File: config.mk
export PLATFORM = sky130hd
export DESIGN_NAME = cmd_dispatcher
export DESIGN_NICKNAME = d
export VERILOG_FILES = /design/src/rtl/cmd_dispatcher.sv
export SDC_FILE = /design/constraint.sdc
export NUM_CORES = 1
export LEC_CHECK = 0
export ABC_CLOCK_PERIOD_IN_PS = 5300
export BUFFER_PORTS_ARGS = -buffer_cell sky130_fd_sc_hd__buf_4
export CAP_MARGIN = 20
export CORE_UTILIZATION = 30
export CTS_CLUSTER_DIAMETER = 100
export DETAILED_ROUTE_END_ITERATION = 7
export PLACE_DENSITY_LB_ADDON = 0.15
export SKIP_CTS_REPAIR_TIMING = 1
export SYNTH_ARGS = -nofsm -noshare
export SYNTH_HDL_FRONTEND = slang
export SYNTH_SLANG_ARGS = --single-unit
export TNS_END_PERCENT = 10
File: constraint.sdc
create_clock -name clock -period 5.3 [get_ports clock]
set_clock_uncertainty 0.15 [all_clocks]
set_input_delay 0 -clock clock [delete_from_list [all_inputs] [get_ports clock]]
set_output_delay 0 -clock clock [all_outputs]
set_load 0.05 [all_outputs]
File: src/rtl/cmd_dispatcher.sv
// rtl/cmd_dispatcher.sv - ASCII command line parser with one-hot channel dispatch and framed reply
module cmd_dispatcher #(
  parameter int NUM_CMDS       = 5,
  parameter int NAME_LEN       = 10,
  parameter logic [NUM_CMDS*NAME_LEN*8-1:0] CMD_TABLE =
    {"pb_i_stat_", "pb_i_reset", "pb_i_cfg__", "pb_i__read", "pb_i_write"},
  parameter int MAX_LINE       = 32,
  parameter int NUM_PARAMS     = 5,
  parameter int MAX_RSP        = 4,
  parameter int TIMEOUT_CYCLES = 2700000
) (
  input  logic                         clock,
  input  logic                         reset_n,
  input  logic                         rx_fifo_empty,
  input  logic [7:0]                   rx_fifo_data,
  output logic                         rx_fifo_read_en,
  input  logic                         tx_fifo_full,
  output logic [7:0]                   tx_fifo_data,
  output logic                         tx_fifo_write_en,
  output logic [NUM_CMDS-1:0]          cmd_active,
  input  logic [NUM_CMDS-1:0]          cmd_complete,
  output logic [NUM_PARAMS*8-1:0]      param_data,
  input  logic [$clog2(MAX_RSP+1)-1:0] rsp_count,
  input  logic [MAX_RSP*8-1:0]         rsp_data
);
  localparam int IW  = $clog2(MAX_LINE+1);
  localparam int BW  = $clog2(MAX_LINE);
  localparam int TCW = $clog2(TIMEOUT_CYCLES+1);
  localparam int RCW = $clog2(MAX_RSP+1);
  localparam int TXW = $clog2(NAME_LEN+3+2*MAX_RSP+1);
  localparam int SW  = (NUM_CMDS > 1) ? $clog2(NUM_CMDS) : 1;
  localparam logic [TCW-1:0] T_LAST = TCW'(TIMEOUT_CYCLES-1);

  typedef enum logic [1:0] {S_RX, S_PARSE, S_WAIT, S_TX} state_t;
  state_t state, state_nxt;

  logic [7:0]              line_buf [MAX_LINE];
  logic [IW-1:0]           line_len;
  logic                    ovf, pop_q, is_err;
  logic [SW-1:0]           sel, hit_idx;
  logic [TCW-1:0]          tcnt;
  logic [7:0]              err_code, parse_code, tx_byte;
  logic [RCW-1:0]          rsp_len;
  logic [MAX_RSP*8-1:0]    rsp_buf;
  logic [TXW-1:0]          tx_idx, tx_len;
  logic [NUM_PARAMS*8-1:0] parse_params;
  logic [NUM_CMDS-1:0]     sel_onehot;
  logic [NAME_LEN*8-1:0]   sel_name;
  logic [4:0]              dec;
  logic                    name_hit, name_eq, comma_ok, hex_ok;
  logic                    rx_pop, rx_term, complete_seen, timed_out, tx_push, tx_last;
  int                      ti, hj;

  function automatic logic [4:0] hex_decode(input logic [7:0] c);
    if (c >= 8'h30 && c <= 8'h39) return {1'b1, c[3:0]};
    if ((c >= 8'h41 && c <= 8'h46) || (c >= 8'h61 && c <= 8'h66)) return {1'b1, c[3:0] + 4'd9};
    return 5'd0;
  endfunction

  function automatic logic [7:0] hex_char(input logic [3:0] n);
    return (n < 4'd10) ? (8'h30 + {4'h0, n}) : (8'h37 + {4'h0, n});
  endfunction

  assign rx_pop        = (state == S_RX) && !rx_fifo_empty && !pop_q;
  assign rx_term       = (rx_fifo_data == 8'h0D) || (rx_fifo_data == 8'h0A);
  assign sel_onehot    = NUM_CMDS'(1) << sel;
  assign sel_name      = CMD_TABLE[int'(sel)*NAME_LEN*8 +: NAME_LEN*8];
  assign complete_seen = |(cmd_complete & sel_onehot);
  assign timed_out     = (tcnt == T_LAST);
  assign tx_len        = is_err ? TXW'(8) : TXW'(NAME_LEN+3) + TXW'({rsp_len, 1'b0});
  assign tx_push       = (state == S_TX) && !tx_fifo_full;
  assign tx_last       = (tx_idx == tx_len - TXW'(1));

  // Descending scan so the lowest matching table entry is the one left in hit_idx.
  always_comb begin
    name_hit = 1'b0;
    hit_idx  = '0;
    name_eq  = 1'b0;
    for (int k = NUM_CMDS-1; k >= 0; k--) begin
      name_eq = 1'b1;
      for (int i = 0; i < NAME_LEN; i++)
        if (line_buf[i] != CMD_TABLE[(k+1)*NAME_LEN*8-1-i*8 -: 8]) name_eq = 1'b0;
      if (name_eq) begin
        name_hit = 1'b1;
        hit_idx  = SW'(k);
      end
    end
    comma_ok     = (int'(line_len) > NAME_LEN) && (line_buf[NAME_LEN] == 8'h2C);
    hex_ok       = 1'b1;
    parse_params = '0;
    dec          = '0;
    for (int p = 0; p < 2*NUM_PARAMS; p++) begin
      if (NAME_LEN+1+p < MAX_LINE && NAME_LEN+1+p < int'(line_len)) begin
        dec = hex_decode(line_buf[NAME_LEN+1+p]);
        if (!dec[4]) hex_ok = 1'b0;
        parse_params[(p/2)*8 + ((p%2 == 0) ? 4 : 0) +: 4] = dec[3:0];
      end
    end
    parse_code = !(name_hit && comma_ok) ? 8'h02 : (!hex_ok ? 8'h03 : 8'h00);
  end

  always_comb begin
    tx_byte = 8'h0A;
    ti      = int'(tx_idx);
    hj      = 0;
    if (is_err) begin
      case (ti)
        0:       tx_byte = 8'h45;
        1, 2:    tx_byte = 8'h52;
        3:       tx_byte = 8'h2C;
        4:       tx_byte = hex_char(err_code[7:4]);
        5:       tx_byte = hex_char(err_code[3:0]);
        6:       tx_byte = 8'h0D;
        default: tx_byte = 8'h0A;
      endcase
    end else if (ti < NAME_LEN) begin
      tx_byte = sel_name[(NAME_LEN-1-ti)*8 +: 8];
    end else if (ti == NAME_LEN) begin
      tx_byte = 8'h2C;
    end else if (ti < NAME_LEN+1+2*int'(rsp_len)) begin
      hj      = ti - NAME_LEN - 1;
      tx_byte = hex_char(rsp_buf[(hj/2)*8 + ((hj%2 == 0) ? 4 : 0) +: 4]);
    end else if (ti == NAME_LEN+1+2*int'(rsp_len)) begin
      tx_byte = 8'h0D;
    end
  end

  always_ff @(posedge clock) begin
    if (!reset_n) state <= S_RX;
    else          state <= state_nxt;
  end

  always_comb begin
    state_nxt = state;
    case (state)
      S_RX:    if (rx_pop && rx_term && (ovf || line_len != '0)) state_nxt = ovf ? S_TX : S_PARSE;
      S_PARSE: state_nxt = (parse_code == 8'h00) ? S_WAIT : S_TX;
      S_WAIT:  if (complete_seen || timed_out) state_nxt = S_TX;
      S_TX:    if (tx_push && tx_last) state_nxt = S_RX;
      default: state_nxt = S_RX;
    endcase
  end

  always_comb begin
    rx_fifo_read_en  = reset_n && rx_pop;
    tx_fifo_write_en = reset_n && tx_push;
    tx_fifo_data     = tx_byte;
    cmd_active       = (state == S_WAIT) ? sel_onehot : '0;
  end

  always_ff @(posedge clock) begin
    if (reset_n && rx_pop && !rx_term && !ovf && int'(line_len) < MAX_LINE)
      line_buf[line_len[BW-1:0]] <= rx_fifo_data;
  end

  always_ff @(posedge clock) begin
    if (!reset_n) begin
      line_len   <= '0;
      ovf        <= 1'b0;
      pop_q      <= 1'b0;
      sel        <= '0;
      param_data <= '0;
      tcnt       <= '0;
      is_err     <= 1'b0;
      err_code   <= '0;
      rsp_len    <= '0;
      rsp_buf    <= '0;
      tx_idx     <= '0;
    end else begin
      pop_q <= rx_pop;
      case (state)
        S_RX: if (rx_pop) begin
          if (rx_term) begin
            if (ovf) begin
              is_err   <= 1'b1;
              err_code <= 8'h01;
              ovf      <= 1'b0;
              tx_idx   <= '0;
              rsp_len  <= '0;
            end
          end else if (int'(line_len) == MAX_LINE) begin
            ovf <= 1'b1;
          end else begin
            line_len <= line_len + IW'(1);
          end
        end
        S_PARSE: begin
          tx_idx  <= '0;
          tcnt    <= '0;
          rsp_len <= '0;
          if (parse_code == 8'h00) begin
            is_err     <= 1'b0;
            param_data <= parse_params;
            sel        <= hit_idx;
          end else begin
            is_err   <= 1'b1;
            err_code <= parse_code;
          end
        end
        S_WAIT: begin
          if (complete_seen) begin
            rsp_len <= (int'(rsp_count) > MAX_RSP) ? RCW'(MAX_RSP) : rsp_count;
            rsp_buf <= rsp_data;
          end else if (timed_out) begin
            is_err   <= 1'b1;
            err_code <= 8'h04;
          end else begin
            tcnt <= tcnt + TCW'(1);
          end
        end
        S_TX: if (tx_push) begin
          if (tx_last) begin
            tx_idx   <= '0;
            line_len <= '0;
          end else begin
            tx_idx <= tx_idx + TXW'(1);
          end
        end
        default: ;
      endcase
    end
  end
endmodule

==> flow_summary.json <==
{
  "cpPeakStageDelay_ns": 0.47,
  "place_congestion": 0.823,
  "routed_wl_um": 36500,
  "synth-edff-count": 168,
  "p_int_mw": 4.29,
  "final_core_util_pct": 37.5,
  "synth_cell_types": 88,
  "period_minus_slack_ns": 4.80,
  "cp_cell_sequence": "clkinv_1, buf_4, ha_1, xnor2_1, or3_1, a21oi_1, ha_1, xnor3_1, a2bb2oi_1, xnor2_1, o32ai_1, nor2b_1, inv_1, ha_1, nand2b_1, a31o_2, a311oi_1, a21oi_1, buf_4",
  "combinationalPowerShare_pct": 12.8,
  "grt_pass1_wl_um": 57100,
  "core_area_mm2": 0.0468,
  "port_buffers": 105,
  "synth.area.top_cells": "edfxtp_1 35%, dfxtp_1 17%, ha_1 5.7%",
  "drive_above_1_share_pct": 15.1,
  "die-area_mm2": 0.0486,
  "clock_latency_ns": 0.56,
  "min_path_type": "input pin to register",
  "grt_max_degree": 92,
  "clockRootBuffer": "clkbuf_16",
  "start_util_pct": 30.6,
  "route.detailed.vias_per_inst": 4.92,
  "maxCapViolations": 0,
  "pre_cts_slack_ns": 0.886,
  "cts_max_path_buffers": 3,
  "path_buf_inv": 4,
  "seqPwrFrac_pct": 42.5,
  "synth_seq_area_share_pct": 51.9,
  "synthFlopType": "edfxtp_1",
  "power_density_mw_per_mm2": 332,
  "layout_common_cells": "169 x nor2_1, 168 x edfxtp_1, 133 x nand2_1",
  "switchingPower_mw": 1.52,
  "syn_nets": 1450,
  "worstMarginPinSlew_ns": 1.04,
  "num_antenna_cells": 0,
  "synth.largest_area_cell": "edfxtp_1",
  "syn_avg_cell_area_um2": 10.7,
  "hold_ws_ns": 0.0868,
  "num_rows": 79,
  "ant_nets": 0,
  "crit_slowest_cell": "dfxtp_2",
  "crit_arrival_ns": 4.65,
  "end_kind": "output port",
  "ys_ff_latch": 287,
  "numCtsBuffers": 36,
  "hold_viol_final": 0,
  "synth_top_area_share_pct": 35.3,
  "violations": "DRC",
  "dr.pass1.iters": 7,
  "period_share_pct": 90.6,
  "outcome": "finished with violations",
  "syn-cell-area_mm2": 0.0143,
  "cpMostUsedCell": "ha_1",
  "fill_cells": 4619,
  "leakage_nw": 6.10,
  "clk_pin_slew_ns": 0.06,
  "rsz0062_at_grt": "false",
  "drtIter0Drc": 538,
  "first_global_vias": 10300,
  "peakVddDrop_mv": 0.193,
  "worst-path-max-fanout": 15,
  "ys.warnings.count": 0,
  "drc_errors": 13,
  "power_frac_clock_pct": 44.7,
  "layout.cells.non_filler": 2128,
  "ys_async_sr_fraction_pct": 0,
  "area_growth_pct": 22.4,
  "finalSetupViolCount": 0,
  "cts.sinks": 287,
  "routedWlPerCell_um": 17.2,
  "crit_type": "register to output port",
  "setup_slack_ns": 0.498,
  "post-dp-hpwl_um": 24800,
  "gr-usage-all-layers_pct": 15.2,
  "antenna_found_initial": 1,
  "fmax_mhz": 208,
  "synthCells": 1333,
  "htree_levels": 2,
  "final_common_cell": "nor2_1",
  "critPathTopFamily": "compound AO/OA/AOI/OAI gates",
  "cts_tree": "yes",
  "setup_tns_ns": 0,
  "fin_nets": 1610,
  "vias": 10500,
  "slew_headroom_pct": 30.4,
  "gr-total-overflow": 0,
  "die_h_um": 220,
  "boundaryPins": 107,
  "dp.cells": 2012,
  "p_sw_share_pct": 26.1,
  "cp.required_ns": 5.15,
  "die_x_um": 220,
  "slew_violations": 0,
  "critPathLaunchType": "register"
}
[state kept, by name, summed over array words and instances (netlist names)]
name / flops
line_len: 6
rsp_len: 3
pop_q: 1
err_code: 3
param_data: 40
ovf: 1
state: 2
sel: 3
tcnt: 22
line_buf: 168
rsp_buf: 32
is_err: 1
tx_idx: 5
[metal layers]
layer	global-route usage, %	wire length, um	vias up
met4	4.94	739	0
met2	23.4	16200	208
met1	21.5	17900	5055
met3	2.43	1670	43
met5	0	0	-
li1	-	-	5166
[synthesized netlist by cell type (all sizes together) (11+ instances only)]
cell type / number
nor4b: 14
inv: 49
o21bai: 15
xnor2: 44
nor2b: 26
o21ai: 38
nor2: 171
mux2i: 55
clkbuf: 37
a31oi: 13
nand4: 18
dfxtp: 119
xor2: 12
a21oi: 87
ha: 65
a211oi: 11
nor3: 29
edfxtp: 168
nand3: 32
or3: 13
buf: 14
nand2: 133
[logic make-up (layout without fill, tap and decap cells)]
kind of cell             Yosys count  count (layout)  share of synthesized area [%]
AND/OR/NAND/NOR                  523             523                           18.5
flip-flops                       287             287                           51.9
AO/OA/AOI/OAI                    235             235                           11.9
buffers and inverters            102             290                           3.30
adder cells (fa/ha/maj)           65              65                           5.68
multiplexers                      63              63                           5.11
XOR/XNOR                          57              57                           3.59
other                              1               1                         0.0262
[metrics by stage]
step / power [mW] / cell area (um2)
detailed placement: 3.21 / 15700
global route: 6.05 / 17500
global placement: 3.21 / 15700
CTS: 5.84 / 17000
floorplan: 2.97 / 14300
finish: 5.81 / 17500
[worst reg2reg max path, stage by stage (launching register included)]
cell and delay [ns]:
dfxtp_1 0.32, inv_1 0.11, ha_1 0.28, inv_1 0.14, nor4_1 0.76, nor4b_1 0.75, nand2_1 0.33, nor2_1 0.70
[cell type report]
class | count | area (um2) | share of cell area, %
Tap cell | 607 | 759 | 4.34
Clock buffer | 46 | 948 | 5.42
Timing Repair Buffer | 173 | 1470 | 8.39
Inverter | 51 | 193 | 1.10
Sequential cell | 287 | 7430 | 42.4
Clock inverter | 20 | 308 | 1.76
Multi-Input combinational cell | 944 | 6410 | 36.6
[final timing paths]
kind | end | slack (ns) | start | cells past startpoint
setup / recovery | tx_fifo_data[1] | 0.50 | tx_idx[2] | 19
hold / removal | pop_q | 0.09 | rx_fifo_empty | 3
setup reg to reg | line_buf[7][1] | 1.35 | state[1] | 7
hold reg to reg | rsp_buf[4] | 0.30 | rsp_buf[4] | 2
[power by group through the flow]
stage / clock [mW] / sequential, mW / combinational [mW]
after CTS: 2.68 / 2.47 / 0.703
after global placement: 0 / 2.51 / 0.697
after detailed placement: 0 / 2.51 / 0.698
final: 2.60 / 2.47 / 0.743
after global routing: 2.76 / 2.47 / 0.815
after floorplan: 0 / 2.49 / 0.479
(Power assumes the default switching activity.)
